File: config.mk
export PLATFORM = sky130hd
export DESIGN_NAME = jtag_axi_burst_dispatch
export DESIGN_NICKNAME = d
export VERILOG_FILES = /design/src/rtl/jtag_axi_burst_dispatch.sv
export SDC_FILE = /design/constraint.sdc
export NUM_CORES = 1
export LEC_CHECK = 0
export CORE_MARGIN = 2
export CORE_UTILIZATION = 45
export DETAILED_ROUTE_END_ITERATION = 16
export GPL_TIMING_DRIVEN = 0
export PLACE_DENSITY = 0.78
export SETUP_SLACK_MARGIN = 0.3
export SKIP_LAST_GASP = 1
export SLEW_MARGIN = 40
export SYNTH_ARGS = -nofsm -noshare
export SYNTH_HDL_FRONTEND = slang
export SYNTH_SLANG_ARGS = --single-unit
File: constraint.sdc
create_clock -name clk -period 9.64 [get_ports clk]
set_input_delay 2.892 -clock clk [delete_from_list [all_inputs] [get_ports clk]]
set_output_delay 2.892 -clock clk [all_outputs]
set_load 0.005 [all_outputs]
File: src/rtl/jtag_axi_burst_dispatch.sv
// AXI4 INCR-burst master for the JTAG-to-AXI bridge: legality checks, timeout abort,
// first-word fall-through read-return FIFO and one status record per request.
package amba_axi_pkg;
    parameter int unsigned AXI_ADDR_WIDTH = 32;
    parameter int unsigned AXI_DATA_WIDTH = 32;
    parameter int unsigned AXI_ID_WIDTH   = 4;

    typedef struct packed {
        logic [AXI_ID_WIDTH-1:0]     awid;
        logic [AXI_ADDR_WIDTH-1:0]   awaddr;
        logic [7:0]                  awlen;
        logic [2:0]                  awsize;
        logic [1:0]                  awburst;
        logic                        awlock;
        logic [3:0]                  awcache;
        logic [2:0]                  awprot;
        logic [3:0]                  awqos;
        logic                        awvalid;
        logic [AXI_DATA_WIDTH-1:0]   wdata;
        logic [AXI_DATA_WIDTH/8-1:0] wstrb;
        logic                        wlast;
        logic                        wvalid;
        logic                        bready;
        logic [AXI_ID_WIDTH-1:0]     arid;
        logic [AXI_ADDR_WIDTH-1:0]   araddr;
        logic [7:0]                  arlen;
        logic [2:0]                  arsize;
        logic [1:0]                  arburst;
        logic                        arlock;
        logic [3:0]                  arcache;
        logic [2:0]                  arprot;
        logic [3:0]                  arqos;
        logic                        arvalid;
        logic                        rready;
    } s_axi_mosi_t;

    typedef struct packed {
        logic                        awready;
        logic                        wready;
        logic [AXI_ID_WIDTH-1:0]     bid;
        logic [1:0]                  bresp;
        logic                        bvalid;
        logic                        arready;
        logic [AXI_ID_WIDTH-1:0]     rid;
        logic [AXI_DATA_WIDTH-1:0]   rdata;
        logic [1:0]                  rresp;
        logic                        rlast;
        logic                        rvalid;
    } s_axi_miso_t;
endpackage

module jtag_axi_burst_dispatch
    import amba_axi_pkg::*;
#(
    parameter int unsigned ADDR_WIDTH     = 32,
    parameter int unsigned DATA_WIDTH     = 32,
    parameter int unsigned AXI_MASTER_ID  = 1,
    parameter int unsigned AXI_TIMEOUT_CC = 4096,
    parameter int unsigned MAX_BURST_LEN  = 16,
    parameter int unsigned RD_FIFO_DEPTH  = 16
) (
    input  logic                    clk,
    input  logic                    aresn,
    input  logic                    req_valid_i,
    output logic                    req_ready_o,
    input  logic [ADDR_WIDTH-1:0]   req_addr_i,
    input  logic [7:0]              req_len_i,
    input  logic [2:0]              req_size_i,
    input  logic                    req_write_i,
    input  logic [DATA_WIDTH-1:0]   wr_data_i,
    input  logic [DATA_WIDTH/8-1:0] wr_strb_i,
    input  logic                    wr_valid_i,
    output logic                    wr_ready_o,
    output logic [DATA_WIDTH-1:0]   rd_data_o,
    output logic                    rd_valid_o,
    input  logic                    rd_ready_i,
    output logic                    sts_valid_o,
    output logic [1:0]              sts_resp_o,
    output logic                    sts_timeout_o,
    output logic                    sts_illegal_o,
    output logic [8:0]              sts_beats_o,
    output logic                    busy_o,
    output s_axi_mosi_t             jtag_axi_mosi_o,
    input  s_axi_miso_t             jtag_axi_miso_i
);
    if (ADDR_WIDTH != AXI_ADDR_WIDTH) begin : g_addr_width_chk
        $error("ADDR_WIDTH must equal amba_axi_pkg address width");
    end
    if (DATA_WIDTH != AXI_DATA_WIDTH) begin : g_data_width_chk
        $error("DATA_WIDTH must equal amba_axi_pkg data width");
    end
    if (MAX_BURST_LEN < 1 || MAX_BURST_LEN > 256) begin : g_burst_chk
        $error("MAX_BURST_LEN must be within 1..256");
    end
    if (RD_FIFO_DEPTH < 2 || (RD_FIFO_DEPTH & (RD_FIFO_DEPTH - 1)) != 0) begin : g_fifo_chk
        $error("RD_FIFO_DEPTH must be a power of two >= 2");
    end

    localparam int unsigned PtrW = $clog2(RD_FIFO_DEPTH);
    localparam int unsigned TmoW = $clog2(AXI_TIMEOUT_CC);
    localparam logic [TmoW-1:0] TmoMax = TmoW'(AXI_TIMEOUT_CC - 1);

    typedef enum logic [2:0] {StIdle, StCheck, StAw, StW, StB, StAr, StR, StStatus} state_e;

    state_e                state_q;
    logic                  req_ready_q, aw_valid_q, ar_valid_q;
    logic [ADDR_WIDTH-1:0] addr_q;
    logic [7:0]            len_q;
    logic [2:0]            size_q;
    logic                  write_q;
    logic [8:0]            beats_q;
    logic [1:0]            resp_q;
    logic [TmoW-1:0]       tmo_q;
    logic                  sts_valid_q, sts_timeout_q, sts_illegal_q;
    logic [1:0]            sts_resp_q;
    logic [8:0]            sts_beats_q;

    logic [DATA_WIDTH-1:0] fifo_mem [RD_FIFO_DEPTH];
    logic [PtrW-1:0]       wr_ptr_q, rd_ptr_q;
    logic [PtrW:0]         count_q;

    logic        fifo_full, rd_push, rd_pop, r_ready, w_last;
    logic        aw_hs, w_hs, b_hs, ar_hs, r_hs, any_hs, timed, illegal;
    logic [8:0]  len_plus1;
    logic [31:0] end_off;
    logic [1:0]  resp_max;
    s_axi_mosi_t axi_mosi;
    logic        unused_ids;

    assign len_plus1 = {1'b0, len_q} + 9'd1;
    // Burst must end no later than the 4 KB page boundary it started in.
    assign end_off   = {20'd0, addr_q[11:0]} + (32'(len_plus1) << size_q);
    assign illegal   = (32'(len_plus1) > MAX_BURST_LEN) ||
                       ((32'd1 << size_q) > DATA_WIDTH / 8) ||
                       (end_off > 32'd4096);

    assign fifo_full = (count_q == (PtrW + 1)'(RD_FIFO_DEPTH));
    assign r_ready   = (state_q == StR) && !fifo_full;
    assign w_last    = (state_q == StW) && (beats_q == {1'b0, len_q});

    assign aw_hs  = (state_q == StAw) && aw_valid_q && jtag_axi_miso_i.awready;
    assign w_hs   = (state_q == StW) && wr_valid_i && jtag_axi_miso_i.wready;
    assign b_hs   = (state_q == StB) && jtag_axi_miso_i.bvalid;
    assign ar_hs  = (state_q == StAr) && ar_valid_q && jtag_axi_miso_i.arready;
    assign r_hs   = r_ready && jtag_axi_miso_i.rvalid;
    assign any_hs = aw_hs || w_hs || b_hs || ar_hs || r_hs;
    assign timed  = (state_q == StAw) || (state_q == StW) || (state_q == StB) ||
                    (state_q == StAr) || (state_q == StR);

    assign resp_max = (jtag_axi_miso_i.rresp > resp_q) ? jtag_axi_miso_i.rresp : resp_q;

    always_ff @(posedge clk or negedge aresn) begin
        if (!aresn) begin
            state_q       <= StIdle;
            req_ready_q   <= 1'b0;
            aw_valid_q    <= 1'b0;
            ar_valid_q    <= 1'b0;
            addr_q        <= '0;
            len_q         <= '0;
            size_q        <= '0;
            write_q       <= 1'b0;
            beats_q       <= '0;
            resp_q        <= '0;
            tmo_q         <= '0;
            sts_valid_q   <= 1'b0;
            sts_resp_q    <= '0;
            sts_timeout_q <= 1'b0;
            sts_illegal_q <= 1'b0;
            sts_beats_q   <= '0;
        end else begin
            sts_valid_q <= 1'b0;
            if (timed) tmo_q <= any_hs ? '0 : tmo_q + 1'b1;

            if (timed && !any_hs && tmo_q == TmoMax) begin
                aw_valid_q    <= 1'b0;
                ar_valid_q    <= 1'b0;
                state_q       <= StStatus;
                sts_valid_q   <= 1'b1;
                sts_resp_q    <= 2'b10;
                sts_timeout_q <= 1'b1;
                sts_illegal_q <= 1'b0;
                sts_beats_q   <= beats_q;
            end else begin
                unique case (state_q)
                    StIdle: begin
                        req_ready_q <= 1'b1;
                        if (req_valid_i && req_ready_q) begin
                            req_ready_q <= 1'b0;
                            addr_q      <= req_addr_i;
                            len_q       <= req_len_i;
                            size_q      <= req_size_i;
                            write_q     <= req_write_i;
                            beats_q     <= '0;
                            resp_q      <= '0;
                            state_q     <= StCheck;
                        end
                    end
                    StCheck: begin
                        tmo_q <= '0;
                        if (illegal) begin
                            state_q       <= StStatus;
                            sts_valid_q   <= 1'b1;
                            sts_resp_q    <= 2'b10;
                            sts_timeout_q <= 1'b0;
                            sts_illegal_q <= 1'b1;
                            sts_beats_q   <= '0;
                        end else if (write_q) begin
                            aw_valid_q <= 1'b1;
                            state_q    <= StAw;
                        end else begin
                            ar_valid_q <= 1'b1;
                            state_q    <= StAr;
                        end
                    end
                    StAw: if (aw_hs) begin
                        aw_valid_q <= 1'b0;
                        state_q    <= StW;
                    end
                    StW: if (w_hs) begin
                        beats_q <= beats_q + 9'd1;
                        if (w_last) state_q <= StB;
                    end
                    StB: if (b_hs) begin
                        state_q       <= StStatus;
                        sts_valid_q   <= 1'b1;
                        sts_resp_q    <= jtag_axi_miso_i.bresp;
                        sts_timeout_q <= 1'b0;
                        sts_illegal_q <= 1'b0;
                        sts_beats_q   <= beats_q;
                    end
                    StAr: if (ar_hs) begin
                        ar_valid_q <= 1'b0;
                        state_q    <= StR;
                    end
                    StR: if (r_hs) begin
                        beats_q <= beats_q + 9'd1;
                        resp_q  <= resp_max;
                        // RLAST alone ends the burst, even past the requested length.
                        if (jtag_axi_miso_i.rlast) begin
                            state_q       <= StStatus;
                            sts_valid_q   <= 1'b1;
                            sts_resp_q    <= resp_max;
                            sts_timeout_q <= 1'b0;
                            sts_illegal_q <= 1'b0;
                            sts_beats_q   <= beats_q + 9'd1;
                        end
                    end
                    StStatus: begin
                        req_ready_q <= 1'b1;
                        state_q     <= StIdle;
                    end
                endcase
            end
        end
    end

    assign rd_push = r_hs;
    assign rd_pop  = rd_ready_i && (count_q != '0);

    always_ff @(posedge clk) begin
        if (rd_push) fifo_mem[wr_ptr_q] <= jtag_axi_miso_i.rdata;
    end

    always_ff @(posedge clk or negedge aresn) begin
        if (!aresn) begin
            wr_ptr_q <= '0;
            rd_ptr_q <= '0;
            count_q  <= '0;
        end else begin
            if (rd_push) wr_ptr_q <= wr_ptr_q + 1'b1;
            if (rd_pop)  rd_ptr_q <= rd_ptr_q + 1'b1;
            case ({rd_push, rd_pop})
                2'b10:   count_q <= count_q + 1'b1;
                2'b01:   count_q <= count_q - 1'b1;
                default: count_q <= count_q;
            endcase
        end
    end

    always_comb begin
        axi_mosi         = '0;
        axi_mosi.awid    = AXI_ID_WIDTH'(AXI_MASTER_ID);
        axi_mosi.awaddr  = addr_q;
        axi_mosi.awlen   = len_q;
        axi_mosi.awsize  = size_q;
        axi_mosi.awburst = 2'b01;
        axi_mosi.awvalid = aw_valid_q;
        axi_mosi.wdata   = wr_data_i;
        axi_mosi.wstrb   = wr_strb_i;
        axi_mosi.wlast   = w_last;
        axi_mosi.wvalid  = (state_q == StW) && wr_valid_i;
        axi_mosi.bready  = (state_q == StB);
        axi_mosi.arid    = AXI_ID_WIDTH'(AXI_MASTER_ID);
        axi_mosi.araddr  = addr_q;
        axi_mosi.arlen   = len_q;
        axi_mosi.arsize  = size_q;
        axi_mosi.arburst = 2'b01;
        axi_mosi.arvalid = ar_valid_q;
        axi_mosi.rready  = r_ready;
    end

    assign jtag_axi_mosi_o = axi_mosi;
    assign unused_ids      = ^{jtag_axi_miso_i.bid, jtag_axi_miso_i.rid};

    assign req_ready_o   = req_ready_q;
    assign wr_ready_o    = (state_q == StW) && jtag_axi_miso_i.wready;
    assign rd_data_o     = fifo_mem[rd_ptr_q];
    assign rd_valid_o    = (count_q != '0);
    assign sts_valid_o   = sts_valid_q;
    assign sts_resp_o    = sts_resp_q;
    assign sts_timeout_o = sts_timeout_q;
    assign sts_illegal_o = sts_illegal_q;
    assign sts_beats_o   = sts_beats_q;
    assign busy_o        = (state_q != StIdle);
endmodule
Word-level counts from Yosys, hierarchy flattened
Memory sizes are Yosys's and may differ from the RTL's.
Index checks and enable logic that the tools add are counted.

word-level totals
  register bits after elaboration = 100
  bits in latches = 0
  memory bits (writable) = 512
  bits in read-only memories = 0
  input bits = 135
  output and inout port bits = 214
  word-level logic and storage cells = 173
  memories = 1

memories
  memory    words  bits a word  read ports  clocked after Yosys merged registers in  wr ports  line  source
  fifo_mem  16     32           1           0                                        1         118   logic [DATA_WIDTH-1:0] fifo_mem [RD_FIFO_DEPTH];

operators by class
  add/subtract/negate cells = 8
  multiply operators = 0
  div/mod/pow operators = 0
  $lt $le $gt $ge = 4
  equal/unequal tests = 27
  shifts and indexed selects = 2
  multiplexer cells = 66
  bitwise logic cells = 1
  reductions and logical operators = 45

operator list
  cell                     number
  $mux W9                  8
  $pmux W9 S3              2
  $mux W12                 4
  $mux W3                  11
  $add A12 B32 Y32         1
  $gt A32 B13 Y1 const B   1
  $gt A32 B3 Y1 const B    1
  $shl A1 B3 Y32 const A   1
  $shl A9 B3 Y32           1
  $pmux W3 S8              1
  $mux W1                  23
  $ne A3 B2 Y1 const B     6
  $mux W2                  8
  $logic_and A1 B1 Y1      15
  $ne A3 B3 Y1 const B     5
  $add A12 B1 Y12 const B  1
  $eq A12 B12 Y1 const B   1
  $eq A3 B3 Y1 const B     4
  $reduce_and A4 Y1        3
  $reduce_bool A3 Y1       4
  $logic_or A1 B1 Y1       10
  $pmux W5 S2              1
  $reduce_and A5 Y1        2
  $add A8 B1 Y9 const B    1
  other kinds (27)         38

Longest topological paths before layout
Gate-level depths: netlist of the first run.

  word-level depth = 12
  mapped depth = 20
  gate-level depth less buffers = 18

Least setup slack after synthesis of the first run
OpenSTA, ideal clock, no wires.

  kind = input to register
  start = in jtag_axi_miso_i[0] in the netlist's numbering
  end = mem fifo_mem[0][0], enable pin
  arrival = 6585 ps
  slack = 2554 ps
  stages on the path = 4
  path through = inv_1 > a211oi_2 > inv_2 > nor4_1

on the way
  word-level cells in the longest chain between the ends = 3

ends and longest elaborated chain
  what                           line  source
  from (decl)                    84    input s_axi_miso_t jtag_axi_miso_i
  $logic_and A1 B1 Y1            145   assign r_hs = r_ready && jtag_axi_miso_i.rvalid;
  $mux W1                        261   if (rd_push) fifo_mem[wr_ptr_q] <= jtag_axi_miso_i.rdata;
  $mux W1 (implied by the code)  261
  to (decl)                      118

Every way passes these cells.

Worst setup path in the final report of the first run
  start = in jtag_axi_miso_i[48] in the netlist's numbering
  end = out wr_ready_o

on the way
  word-level cells in the longest chain between the ends = 1

ends and longest elaborated chain
  what                 line  source
  $logic_and A1 B1 Y1  306   assign wr_ready_o = (state_q == StW) && jtag_axi_miso_i.wready;
  to (decl)            73    output logic wr_ready_o,

Every way passes these cells.

==> metrics, run 1 <==
All-Layer GR Usage=0.222; Sw Ratio=0.326; pin count of the biggest net entering global routing=54; outcome=completed; setup TNS=0 ns; TritonCTS clock tree=yes; Die Wd=around 250 um; most common cell in the netlist=edfxtp_1; Layout area overhead=24.8%; most instantiated cells after synthesis=edfxtp_1, mux4_2, buf_4; DRC errors left=0; Rel. slew slack=0.433; Detailed Routing Iterations Pass 1=6; global route overflow=0; Yosys reg bits=just over 600; Final GP Congestion=0.882; Worst EP arrival=around 4.0 ns; vias in the first global route=~16,000; dominant synthesized flop cell=edfxtp_1; Post-CTS Setup Inserts=0; post-synth top area share=0.583; Clock transition at path regs=approximately 0.060 ns; dominant cell type by area after synthesis=edfxtp_1; DP HPWL=44.1 mm; CTS resizes=0; power per cell area=just under 300 mW/mm^2; worst reg2reg path startpoint=len_q[1]; Post-synth EDFFs=roughly 500; syn avg cell area=between 15 and 20 um^2; fmax=145 MHz; synthesized area=between 0.02 and 0.03 mm^2; Worst Setup SP=jtag_axi_miso_i[48]; internal power=approximately 6.5 mW; CTS Hold Bufs=0; register share of total power=0.343; RSZ-0062 raised after global routing=false; maximum fanout along the worst path=3; fin crit share=0.716; CTS buffer count=60; Top Ports=349; initial antenna violation count=4; clk root buf=clkbuf_16; number of max-cap violations=0; main area contributors after synthesis=edfxtp_1, mux4_2, dfrtp_1, buf_4, mux2_2; Clock Skew=between 0.02 and 0.03 ns; register area share after synthesis=0.677; Final Hold Violating Endpoints=0; first-pass GRT wire length=100 mm; worst path required time=between 6 and 7 ns; port bufs=roughly 270; Initial Util=0.457; via count=15,900; CTS sink count=~600; Final WS setup=between 2 and 3 ns; die area=about 0.061 mm^2; DP Worst Slack=~2.7 ns; Clock Power Share=0.241; share of cells above drive strength 1=0.277; ys async rst share=0.163; Nets=roughly 2,100; Worst Setup Start Kind=input pin; initial drt markers=1,660; minimum clock period=6.91 ns; Vias/cell=5.69; CP Class=in2out; core area=a little under 0.06 mm^2; Final Slew Violations=0; combinational power share=0.416; Hold Slack=slightly above 0.5 ns; Synth Warn #=0; deepest clock path buffer count=3; Post-Syn Instances=1,533; Netlist cell types=76; H-tree depth=2; static leakage=11.7 nW; Skew-Pair Late Insertion Delay=between 0.6 and 0.7 ns; Hold Path Origin=resp_q[1]; die height=246 um; DRT Wirelength=67.2 mm; crit path capture type=output pin; row count=88; Antenna Violating Nets Remaining=0; # setup viols final=0; P_sw=around 3.1 mW; Max VDD drop=0.000225 V; fin util=0.570; Slew @ Worst Pin=~0.85 ns; worst min path class=reg2reg; routed len/inst=around 24 um
[through the flow]
stage               cells  power [mW]  area (um^2)
floorplan            1567        5.73        26500
global placement     2600        7.19        30200
detailed placement   2681        7.31        31000
CTS                  2792        9.66        32900
global route         2794        10.1        32900
finish               2795        9.62        32900
[worst max-delay path: stages]
cell and delay (ns):
clkdlybuf4s50_1 0.49, and2_1 0.13, clkdlybuf4s50_1 0.51
[registers in the layout, summed over array words and instances (netlist names), 2 cells and up]
signal,cells
rd_ptr_q,4
size_q,3
state_q,3
sts_resp_o,2
len_q,8
fifo_mem,512
count_q,5
sts_beats_o,9
wr_ptr_q,4
beats_q,9
tmo_q,12
resp_q,2
addr_q,32
[power by group through the flow]
stage	logic [mW]	registers, mW	clock network (mW)
5_1_grt	4.30	3.33	2.44
3_3_place_gp	3.84	3.35	0
3_5_place_dp	3.96	3.34	0
2_1_floorplan	2.43	3.30	0
4_1_cts	4.01	3.30	2.35
6_report	4.00	3.30	2.32
[final timing paths]
path,endpoint,slack [ns],cells past startpoint
min in group asynchronous,addr_q[31],2.16,1
setup reg to reg,sts_beats_o[1],4.80,17
setup / recovery,wr_ready_o,2.73,3
hold reg to reg,resp_q[1],0.51,2
max in group asynchronous,addr_q[29],6.83,2
hold / removal,resp_q[1],0.51,2
[metal layers]
metal	wire length [um]	global-route usage	vias to the layer above
met5	28	0	-
met4	1670	0.0652	4
met3	6170	0.0473	131
met2	34100	0.382	918
met1	25200	0.283	8057
li1	-	-	6797
[cells by family (layout without fill, tap and decap cells)]
logic type,count (synthesis),count (layout),share of synthesized area
other,2,38,0.000285
DFF,612,612,0.677
adders and majority gates,30,30,0.0148
buffers and inverters,237,698,0.0516
muxes,210,210,0.158
xor gates and xnor gates,26,26,0.00863
and+or+nand+nor,232,232,0.0458
AOI/OAI and AO/OA,184,184,0.0436
[cell usage in the layout, fill, tap and decap left out, types with 10 or more instances in the layout]
master,count
inv_1,38
conb_1,36
clkinv_1,12
mux4_2,160
clkdlybuf4s50_1,267
and3_1,17
edfxtp_1,512
clkbuf_2,13
nand3_1,23
xnor2_1,15
ha_1,28
nand4_1,10
xor2_1,11
nor2_1,51
clkbuf_1,53
dfrtp_1,100
clkbuf_16,61
nand2_1,53
a21oi_1,52
buf_4,143
o21ai_0,60
mux2_2,44
buf_2,56
clkinv_2,12
[final cells by class]
| cell class | count | area, um^2 |
|---|---|---|
| diodes | 2 | 5.00 |
| plain buffers | 197 | 1240 |
| clock buffers | 71 | 1560 |
| clock inverters | 40 | 365 |
| fillers | 4297 | 24900 |
| inverters | 40 | 150 |
| multi-input cells | 718 | 7370 |
| flip-flops and latches | 612 | 17900 |
| well taps | 765 | 957 |
| repair buffers | 350 | 3410 |
No activity file was read; power rests on OpenSTA's default activity.
==> inputs of run 2 (changes only) <==
- clock period: 9.64 -> 7.2 ns (I/O delays scaled with it)
==> results of run 2 <==
The final DEF is identical to that of run 1. Status: completed.
Main changes from that run: setup slack after placement 2.73 ns -> 1.76 ns; setup slack after layout 2.73 ns -> 1.21 ns; start point of the critical path jtag_axi_miso_i[48] -> rd_ptr_q[0]; end point of the critical path wr_ready_o -> rd_data_o[24]; register-to-register setup slack 4.80 ns -> 2.36 ns; total power 9.62 mW -> 12.9 mW; worst IR drop on VDD 0.000225 V -> 0.000301 V
